File: src/rtl/dmem_block_mover.sv
// dmem_block_mover: copies or fills a block of words in the 256 x 128-bit data memory.
// Reads lead their writes by one cycle to match the memory's one-cycle read latency.
module dmem_block_mover #(
    parameter int DATA_WIDTH = 128,
    parameter int ADDR_WIDTH = 8
) (
    input  logic                  clk,
    input  logic                  reset,
    input  logic                  start,
    input  logic                  mode,
    input  logic [0:ADDR_WIDTH-1] srcAddr,
    input  logic [0:ADDR_WIDTH-1] dstAddr,
    input  logic [0:ADDR_WIDTH]   len,
    input  logic [0:DATA_WIDTH-1] fillData,
    output logic                  busy,
    output logic                  done,
    output logic                  memEn,
    output logic                  memWrEn,
    output logic [0:ADDR_WIDTH-1] memAddr,
    output logic [0:DATA_WIDTH-1] memDataOut,
    input  logic [0:DATA_WIDTH-1] memDataIn
);
    typedef enum logic [1:0] {IDLE, RD, WR, DONE} state_t;

    localparam logic [0:ADDR_WIDTH]   ONE_CNT  = 1;
    localparam logic [0:ADDR_WIDTH-1] ONE_ADDR = 1;

    state_t                state, nextState;
    logic                  modeR;
    logic [0:ADDR_WIDTH-1] src, dst;
    logic [0:ADDR_WIDTH]   remain;
    logic [0:DATA_WIDTH-1] fillR;

    always_ff @(posedge clk or posedge reset) begin
        if (reset) begin
            state  <= IDLE;
            modeR  <= 1'b0;
            src    <= '0;
            dst    <= '0;
            remain <= '0;
            fillR  <= '0;
        end else begin
            state <= nextState;
            if (state == IDLE && start) begin
                modeR  <= mode;
                src    <= srcAddr;
                dst    <= dstAddr;
                remain <= len;
                fillR  <= fillData;
            end else if (state == WR) begin
                remain <= remain - ONE_CNT;
                src    <= src + ONE_ADDR;
                dst    <= dst + ONE_ADDR;
            end
        end
    end

    always_comb begin
        nextState = IDLE;
        case (state)
            IDLE:    nextState = !start ? IDLE : (len == '0) ? DONE : mode ? WR : RD;
            RD:      nextState = WR;
            WR:      nextState = (remain == ONE_CNT) ? DONE : modeR ? WR : RD;
            default: nextState = IDLE;
        endcase
    end

    // Copy write data passes straight through from the word read in the preceding RD cycle.
    always_comb begin
        busy       = state == RD || state == WR;
        done       = state == DONE;
        memEn      = busy;
        memWrEn    = state == WR;
        memAddr    = state == RD ? src : state == WR ? dst : '0;
        memDataOut = state != WR ? '0 : modeR ? fillR : memDataIn;
    end
endmodule
File: config.mk
export PLATFORM = sky130hd
export DESIGN_NAME = dmem_block_mover
export DESIGN_NICKNAME = d
export VERILOG_FILES = /design/src/rtl/dmem_block_mover.sv
export SDC_FILE = /design/constraint.sdc
export NUM_CORES = 1
export LEC_CHECK = 0
export BUFFER_PORTS_ARGS = -buffer_cell sky130_fd_sc_hd__buf_2
export CAP_MARGIN = 20
export CORE_AREA = 2 2 165 167
export DETAILED_ROUTE_END_ITERATION = 6
export DIE_AREA = 0 0 167 169
export GPL_ROUTABILITY_DRIVEN = 0
export HOLD_SLACK_MARGIN = 0.12
export PLACE_DENSITY_LB_ADDON = 0.05
export SLEW_MARGIN = 20
export SYNTH_ARGS = -nofsm -noshare
export SYNTH_HDL_FRONTEND = slang
export SYNTH_SLANG_ARGS = --single-unit
File: constraint.sdc
create_clock -name clk -period 5.75 [get_ports clk]
set_clock_uncertainty 0.15 [all_clocks]
set_input_delay 0.8625 -clock clk [delete_from_list [all_inputs] [get_ports clk]]
set_output_delay 0.8625 -clock clk [all_outputs]
set_load 0.01 [all_outputs]
==> results of run 1 <==
[cells by family after synthesis]
| family | share of synthesized area (%) |
|---|---|
| AOI/OAI and AO/OA | 2.35 |
| xor gates and xnor gates | 2.14 |
| adders and majority gates | 1.16 |
| buffers and inverters | 3.17 |
| DFF | 45.3 |
| muxes | 32.0 |
| and+or+nand+nor | 13.9 |
[worst paths after layout]
kind,startpoint,end,slack (ns),cells past startpoint
worst max-delay path,state[0],memAddr[0],2.22,6
worst min register to register,fillR[83],fillR[83],0.35,1
worst max register to register,state[0],src[0],3.12,7
max in group asynchronous,reset,modeR,3.94,3
min in group asynchronous,reset,fillR[38],0.42,2
worst min-delay path,fillR[83],fillR[83],0.35,1
[through the flow]
stage	hold WS, ns	power [mW]
3_5_place_dp	0.346	4.88
5_1_grt	0.364	6.37
4_1_cts	0.360	6.03
2_1_floorplan	0.330	3.99
6_report	0.353	5.92
3_3_place_gp	0.339	4.86
[power by group]
group | internal (mW) | leakage [nW] | switching [mW] | total, mW
registers | 1.66 | 1.81 | 0.476 | 2.14
logic | 1.44 | 3.62 | 1.23 | 2.67
clock network | 0.644 | 0.260 | 0.474 | 1.12
[registers in the layout, indices dropped and copies added (netlist names)]
signal and flops:
fillR 128, remain 9, dst 8, src 8, state 2, modeR 1
[cell usage after synthesis (all sizes together), types with 2 or more instances]
master  number  area share [%]
nor2b      128             9.3
ha           8             1.2
mux2i      130              15
xnor2       11             1.1
clkbuf      24             1.0
mux2       129              17
nand2       25             1.1
nand3        5            0.29
nand4        4            0.29
nor2        29             1.3
xor2        10             1.0
a31oi        2            0.15
nor4         3            0.39
dfrtp      156              45
or4          2            0.22
nor3         2            0.17
inv          8            0.35
buf         30             1.8
a21oi       25             1.5
o21ai       13            0.76
[per-layer routing]
layer  track usage, %  part of all wire [%]
met2             32.7                    51
met5                0                  0.11
met4             5.25                   1.6
met1             22.1                    40
met3             4.82                   6.8
[final cells by class]
class | count | area [sq um]
clock inverter | 12 | 140
tap | 341 | 427
multi-input combinational | 534 | 4450
fill | 2631 | 14900
clock buffer | 20 | 437
sequential | 156 | 3910
inverter | 8 | 35.0
timing repair buffer | 433 | 2210
antenna | 3 | 7.51
==> flow_summary.json, run 1 <==
{
  "drc": 0,
  "clock-sinks": 156,
  "ys.flop_type": "dfrtp_1",
  "critical_path_class": "reg2out",
  "clockBufferDepth": 2,
  "cts_buffers": 17,
  "finalWorstSetupSlack_ns": 2.22,
  "ys_warn_count": 0,
  "synth-edff-count": 0,
  "cts_hold_buf": 0,
  "stdcell_count": 1507,
  "via_per_inst": 4.59,
  "cts_setup_buffers": 0,
  "layout_common_cells": "buf_2 (424), dfrtp_1 (155), mux2i_1 (130)",
  "totalWireLength_mm": 26.6,
  "slew_viol_final": 0,
  "min_path_type": "reg2reg",
  "finalNetCount": 1443,
  "drive_above_1_share_pct": 51.6,
  "fin_crit_sh_pct": 61.3,
  "setup_tns_ns": 0,
  "ant_nets": 0,
  "synthesis.instances": 752,
  "die_y_um": 169,
  "antenna_found_initial": 5,
  "critical_path.startpoint_type": "flop",
  "final_common_cell": "buf_2",
  "synth-seq-cells": 156,
  "post_dp_cell_area_sq_mm": 0.0110,
  "die_w_um": 167,
  "required_ns": 4.74,
  "setup-violations-final": 0,
  "dp_hpwl_mm": 19.8,
  "wl_per_cell_um": 17.6,
  "portBuffers": 424,
  "ioPinCount": 425,
  "crit_chain": "inv_1 -> ha_4 -> buf_4 -> nand2_1 -> o21ai_0 -> buf_2",
  "endpoint_kind": "primary output",
  "syn_nets": 1045,
  "syn_to_final_growth_pct": 34.9,
  "ys_seq_area_share_pct": 45.3,
  "synth_cell_type_count": 33,
  "final_hold_viol_count": 0,
  "period_needed_ns": 3.53,
  "critical_path_arrival_ns": 2.51,
  "maxCapViolations": 0,
  "synth_async_sr_flop_share_pct": 100,
  "syn_area_per_cell_sq_um": 11.5,
  "dr.first_iter.drc_count": 181,
  "grt_pass1_vias": 7171,
  "crit_fanout": 63,
  "core_region_area_sq_mm": 0.0265,
  "p_per_area_mw_per_mm2": 510,
  "post-place-ws_ns": 2.60,
  "cts_tree": "yes",
  "worst-slew-pin-transition_ns": 1.06,
  "grtUsageTotal_pct": 18.5,
  "ctsResizeCount": 0,
  "peakVddDrop_mv": 0.201,
  "finalInstanceArea_sq_mm": 0.0116,
  "first_pass_iters": 4,
  "crit_slowest_cell": "ha_4",
  "grt_overflow": 0,
  "clk_pin_slew_ns": 0.07,
  "final_util_pct": 43.8,
  "p_leak_nw": 5.70,
  "grt_pass1_wl_mm": 40.7,
  "start_util_pct": 32.5,
  "clk_latency_ns": 0.42,
  "outcome": "completed",
  "dp.cells": 1472,
  "timing.fmax_ghz": 0.284,
  "h-tree-depth": 4,
  "critical_path.top_delay_family": "buffers and inverters",
  "synthesis.area_sq_mm": 0.00861,
  "rsz0062_at_grt": "no",
  "max-slew-margin-rel_pct": 29.1,
  "via_count": 6915,
  "path_buf_inv": 3,
  "die-area_sq_mm": 0.0282,
  "grt_max_degree": 86,
  "slowest_delay_ns": 0.53,
  "root_buffer": "clkbuf_16",
  "rows": 60
}
Power figures use the tool's default switching activity.
==> run 2, diff against run 1 <==
clock period = 3.7 ns   (was 5.75 ns; I/O delays follow)
==> run 2 against run 1 <==
- core utilization rose by 0.75 points
- via count down 0.12%
- setup slack got worse by 1.4 ns
- worst hold slack got worse by 0.14 ns
- largest power group unchanged
==> flow_summary.json, run 2 (same netlist as run 1, synthesis figures left out) <==
{
  "clk_pin_slew_ns": 0.07,
  "start_util_pct": 32.5,
  "cts_buffers": 17,
  "critical_path_arrival_ns": 2.20,
  "required_ns": 2.99,
  "post-place-ws_ns": 1.20,
  "cts_setup_buffers": 0,
  "peakVddDrop_mv": 0.344,
  "stdcell_count": 1514,
  "min_path_type": "in2reg",
  "grt_max_degree": 83,
  "reg2reg_from": "state[0]",
  "critical_path.startpoint_type": "flop",
  "setup-violations-final": 0,
  "worst-slew-pin-transition_ns": 0.675,
  "via_count": 6907,
  "crit_fanout": 67,
  "maxCapViolations": 0,
  "r2r_end": "remain[2]",
  "wl_per_cell_um": 17.6,
  "crit_slowest_cell": "ha_4",
  "final_hold_viol_count": 0,
  "reg2reg_depth": 7,
  "critical_path_class": "reg2out",
  "final_common_cell": "buf_2",
  "h-tree-depth": 4,
  "die_y_um": 169,
  "grt_overflow": 0,
  "fin_crit_sh_pct": 78.4,
  "clock-sinks": 156,
  "p_leak_nw": 5.80,
  "max-slew-margin-rel_pct": 55.0,
  "r2r_slack_ns": 1.32,
  "period_needed_ns": 2.90,
  "ant_nets": 0,
  "totalWireLength_mm": 26.7,
  "clockBufferDepth": 2,
  "top_regs": "fillR x128, remain x9",
  "first_pass_iters": 4,
  "clk_latency_ns": 0.42,
  "p_per_area_mw_per_mm2": 809,
  "endpoint_kind": "primary output",
  "drive_above_1_share_pct": 52.0,
  "finalWorstSetupSlack_ns": 0.798,
  "holdCritStartpoint": "fillData[7]",
  "portBuffers": 424,
  "setup_tns_ns": 0,
  "fillers": 2619,
  "power_mw": 9.56,
  "grt_pass1_vias": 7154,
  "drc": 0,
  "slowest_delay_ns": 0.56,
  "dr.first_iter.drc_count": 210,
  "die-area_sq_mm": 0.0282,
  "via_per_inst": 4.56,
  "crit_chain": "inv_1 -> ha_4 -> buf_12 -> nand2_1 -> o21ai_0 -> buf_2",
  "syn_to_final_growth_pct": 37.2,
  "hold_depth": 2,
  "cts_tree": "yes",
  "rsz0062_at_grt": "no",
  "core_region_area_sq_mm": 0.0265,
  "largest-register": "fillR",
  "final_util_pct": 44.6,
  "root_buffer": "clkbuf_16",
  "slew_viol_final": 0,
  "ioPinCount": 425,
  "layout_common_cells": "buf_2 (424), dfrtp_1 (155), mux2i_1 (130)",
  "antenna_found_initial": 7,
  "finalNetCount": 1450,
  "grtUsageTotal_pct": 18.6,
  "outcome": "completed",
  "grt_pass1_wl_mm": 40.9,
  "die_w_um": 167,
  "rows": 60,
  "largest_reg_flops": 128,
  "ctsResizeCount": 0,
  "dp.cells": 1478,
  "holdPathEnd": "fillR[7]",
  "dp_hpwl_mm": 20.3,
  "timing.fmax_ghz": 0.345
}
-- run 2: changes by cell type in the layout (fill, tap and decap cells not counted), moves of 3 or more --
cell        change
bufinv_16       +4
clkinvlp_4      -3
clkbuf_8        +3
buf_12          +3
inv_6           -4
buf_4           +3
clkbuf_1        -3
-- run 2: cell type report --
type	count	area, sq um	area share (%)
sequential	156	3910	33.1
multi-input combinational	534	4450	37.7
inverter	8	33.8	0.286
antenna	5	12.5	0.106
timing repair buffer	440	2310	19.5
tap	341	427	3.61
clock inverter	10	213	1.80
clock buffer	20	467	3.95
-- run 2: worst max-delay path by stage --
| stage | start | end | cells past startpoint |
|---|---|---|---|
| final | state[0] | memAddr[2] | 6 |
| after global routing | state[0] | memAddr[0] | 6 |
| after CTS | state[0] | memAddr[2] | 6 |
| after detailed placement | state[0] | memDataOut[3] | 5 |
| after global placement | state[0] | memDataOut[3] | 5 |
| after floorplan | reset | dst[0] | 1 |
-- run 2: worst max-delay path, delay by kind of cell (launching register included) --
| family | cells | cell delay (ns) |
|---|---|---|
| AO/OA/AOI/OAI | 1 | 0.16 |
| adder cells (fa/ha/maj) | 1 | 0.56 |
| buffers and inverters | 3 | 0.57 |
| flip-flops | 1 | 0.40 |
| AND/OR/NAND/NOR | 1 | 0.07 |
-- run 2: through the flow --
| step | instance area, sq um | hold slack (ns) |
|---|---|---|
| finish | 11800 | 0.210 |
| global route | 11800 | 0.193 |
| CTS | 11800 | 0.191 |
| detailed placement | 11100 | 0.346 |
| global placement | 11100 | 0.342 |
| floorplan | 8620 | 0.330 |
-- run 2: routing by layer --
| metal | part of all wire, % | GRT usage [%] | up-vias |
|---|---|---|---|
| li1 | - | - | 3394 |
| met1 | 40 | 21.9 | 3222 |
| met2 | 51 | 33.3 | 262 |
| met3 | 7.4 | 5.75 | 25 |
| met4 | 1.2 | 4.35 | 4 |
| met5 | 0.10 | 0 | - |
-- run 2: repair_timing --
| action | CTS | global route |
|---|---|---|
| endpoints found under the hold margin | 14 | 0 |
| hold buffers | 1 | 0 |
| endpoints found under the setup margin | 0 | 0 |
-- run 2: power by group --
group | switching (mW) | internal (mW)
clock network | 0.717 | 1.32
logic | 1.97 | 2.27
registers | 0.697 | 2.58
==> run 3, diff against run 2 <==
clock period = 2.8 ns   (was 3.7 ns; I/O delays follow)
==> run 3 against run 2 <==
- clock power increased by 23%
- final area up 13%
- global-route usage grew 0.37 points
- wire length rose by 3.3%
- register-to-register slack got worse by 0.61 ns
- first-iteration DRC count up 41%
- count of clock-buffer cells in the layout fell by 1
- critical endpoint is now memDataOut[48]
==> flow_summary.json, run 3 (same netlist as run 1, synthesis figures left out) <==
{
  "r2r_slack_ns": 0.71,
  "largest-register": "fillR",
  "cts_tree": "yes",
  "period_needed_ns": 2.61,
  "critical_path_class": "reg2out",
  "holdPathEnd": "remain[8]",
  "clk_pin_slew_ns": 0.06,
  "critical_path.startpoint_type": "flop",
  "portBuffers": 424,
  "root_buffer": "clkbuf_16",
  "holdCritStartpoint": "len[8]",
  "fin_crit_sh_pct": 93.4,
  "wl_per_cell_um": 16.6,
  "syn_to_final_growth_pct": 54.9,
  "p_leak_nw": 6.44,
  "final_hold_viol_count": 0,
  "clockBufferDepth": 2,
  "outcome": "completed",
  "grt_max_degree": 83,
  "rsz0062_at_grt": "no",
  "die_w_um": 167,
  "crit_fanout": 65,
  "grt_pass1_vias": 7830,
  "die_y_um": 169,
  "peakVddDrop_mv": 0.411,
  "critical_path_arrival_ns": 2.04,
  "r2r_end": "src[0]",
  "clock-sinks": 156,
  "rows": 60,
  "endpoint_kind": "primary output",
  "via_count": 7535,
  "dp_hpwl_mm": 20.0,
  "layout_common_cells": "buf_2 (424), dfrtp_1 (155), dlygate4sd3_1 (151)",
  "reg2reg_depth": 7,
  "ioPinCount": 425,
  "hold_depth": 3,
  "core_region_area_sq_mm": 0.0265,
  "timing.fmax_ghz": 0.383,
  "finalWorstSetupSlack_ns": 0.186,
  "power_mw": 12.8,
  "die-area_sq_mm": 0.0282,
  "finalNetCount": 1603,
  "grt_overflow": 0,
  "setup_tns_ns": 0,
  "clk_latency_ns": 0.42,
  "largest_reg_flops": 128,
  "reg2reg_from": "state[0]",
  "max-slew-margin-rel_pct": 61.3,
  "top_regs": "fillR x128, remain x9",
  "start_util_pct": 32.5,
  "final_common_cell": "buf_2",
  "setup-violations-final": 0,
  "cts_setup_buffers": 0,
  "antenna_found_initial": 5,
  "worst-slew-pin-transition_ns": 0.580,
  "p_per_area_mw_per_mm2": 958,
  "h-tree-depth": 4,
  "min_path_type": "in2reg",
  "drive_above_1_share_pct": 46.1,
  "drc": 0,
  "first_pass_iters": 4,
  "totalWireLength_mm": 27.6,
  "crit_start": "state[0]",
  "post-place-ws_ns": 0.547,
  "ant_nets": 0,
  "required_ns": 2.23,
  "grt_pass1_wl_mm": 42.4,
  "dr.first_iter.drc_count": 297,
  "cts_buffers": 17,
  "via_per_inst": 4.52,
  "grtUsageTotal_pct": 19.0,
  "maxCapViolations": 0,
  "slew_viol_final": 0
}
==> run 3: cell type report <==
class                   instances  area [sq um]
fillers                      2477         13200
multi-input cells             534          4450
flip-flops and latches        156          3910
repair buffers                593          3880
clock buffers                  19           443
well taps                     341           427
clock inverters                12           189
inverters                       8          33.8
diodes                          3          7.51
==> run 3: stage by stage <==
stage / cell area, sq um / hold slack [ns] / utilization, % / instances
after global placement: 11200 / 0.341 / 42.2 / 1481
final: 13300 / 0.142 / 50.3 / 1666
after global routing: 13300 / 0.157 / 50.3 / 1666
after CTS: 13300 / 0.131 / 50.3 / 1663
after detailed placement: 11200 / 0.346 / 42.2 / 1481
after floorplan: 8620 / 0.330 / - / 752
==> run 3: timing repair <==
item	CTS	global route
hold buffers	151	0
gates resized for setup	0	1
hold endpoints to repair	306	0
endpoints found under the setup margin	0	2
==> run 3: worst max-delay path by stage <==
stage                     cells after the start             end
after global placement                        5  memDataOut[71]
after detailed placement                      5   memDataOut[3]
final                                         5  memDataOut[48]
after global routing                          5  memDataOut[48]
after CTS                                     5   memDataOut[3]
after floorplan                               1          dst[0]
==> run 3: critical path, stage by stage, from the launching register on <==
cell and delay (ns):
dfrtp_1 0.40, inv_1 0.13, ha_4 0.36, buf_12 0.27, nor2b_1 0.25, buf_2 0.17
==> run 3: routing by layer <==
| layer | GRT usage (%) | vias to the layer above | share of wire [%] |
|---|---|---|---|
| met3 | 4.19 | 26 | 5.8 |
| li1 | - | 3698 | - |
| met1 | 22.8 | 3552 | 41 |
| met2 | 34.1 | 257 | 52 |
| met5 | 0 | - | 0.040 |
| met4 | 5.51 | 2 | 1.3 |
==> run 3: power by group <==
group,internal (mW),switching (mW),leakage [nW],total (mW)
logic,3.23,2.77,4.33,6.00
clock network,1.53,0.975,0.298,2.50
registers,3.41,0.863,1.81,4.28
total,8.17,4.61,6.44,12.8
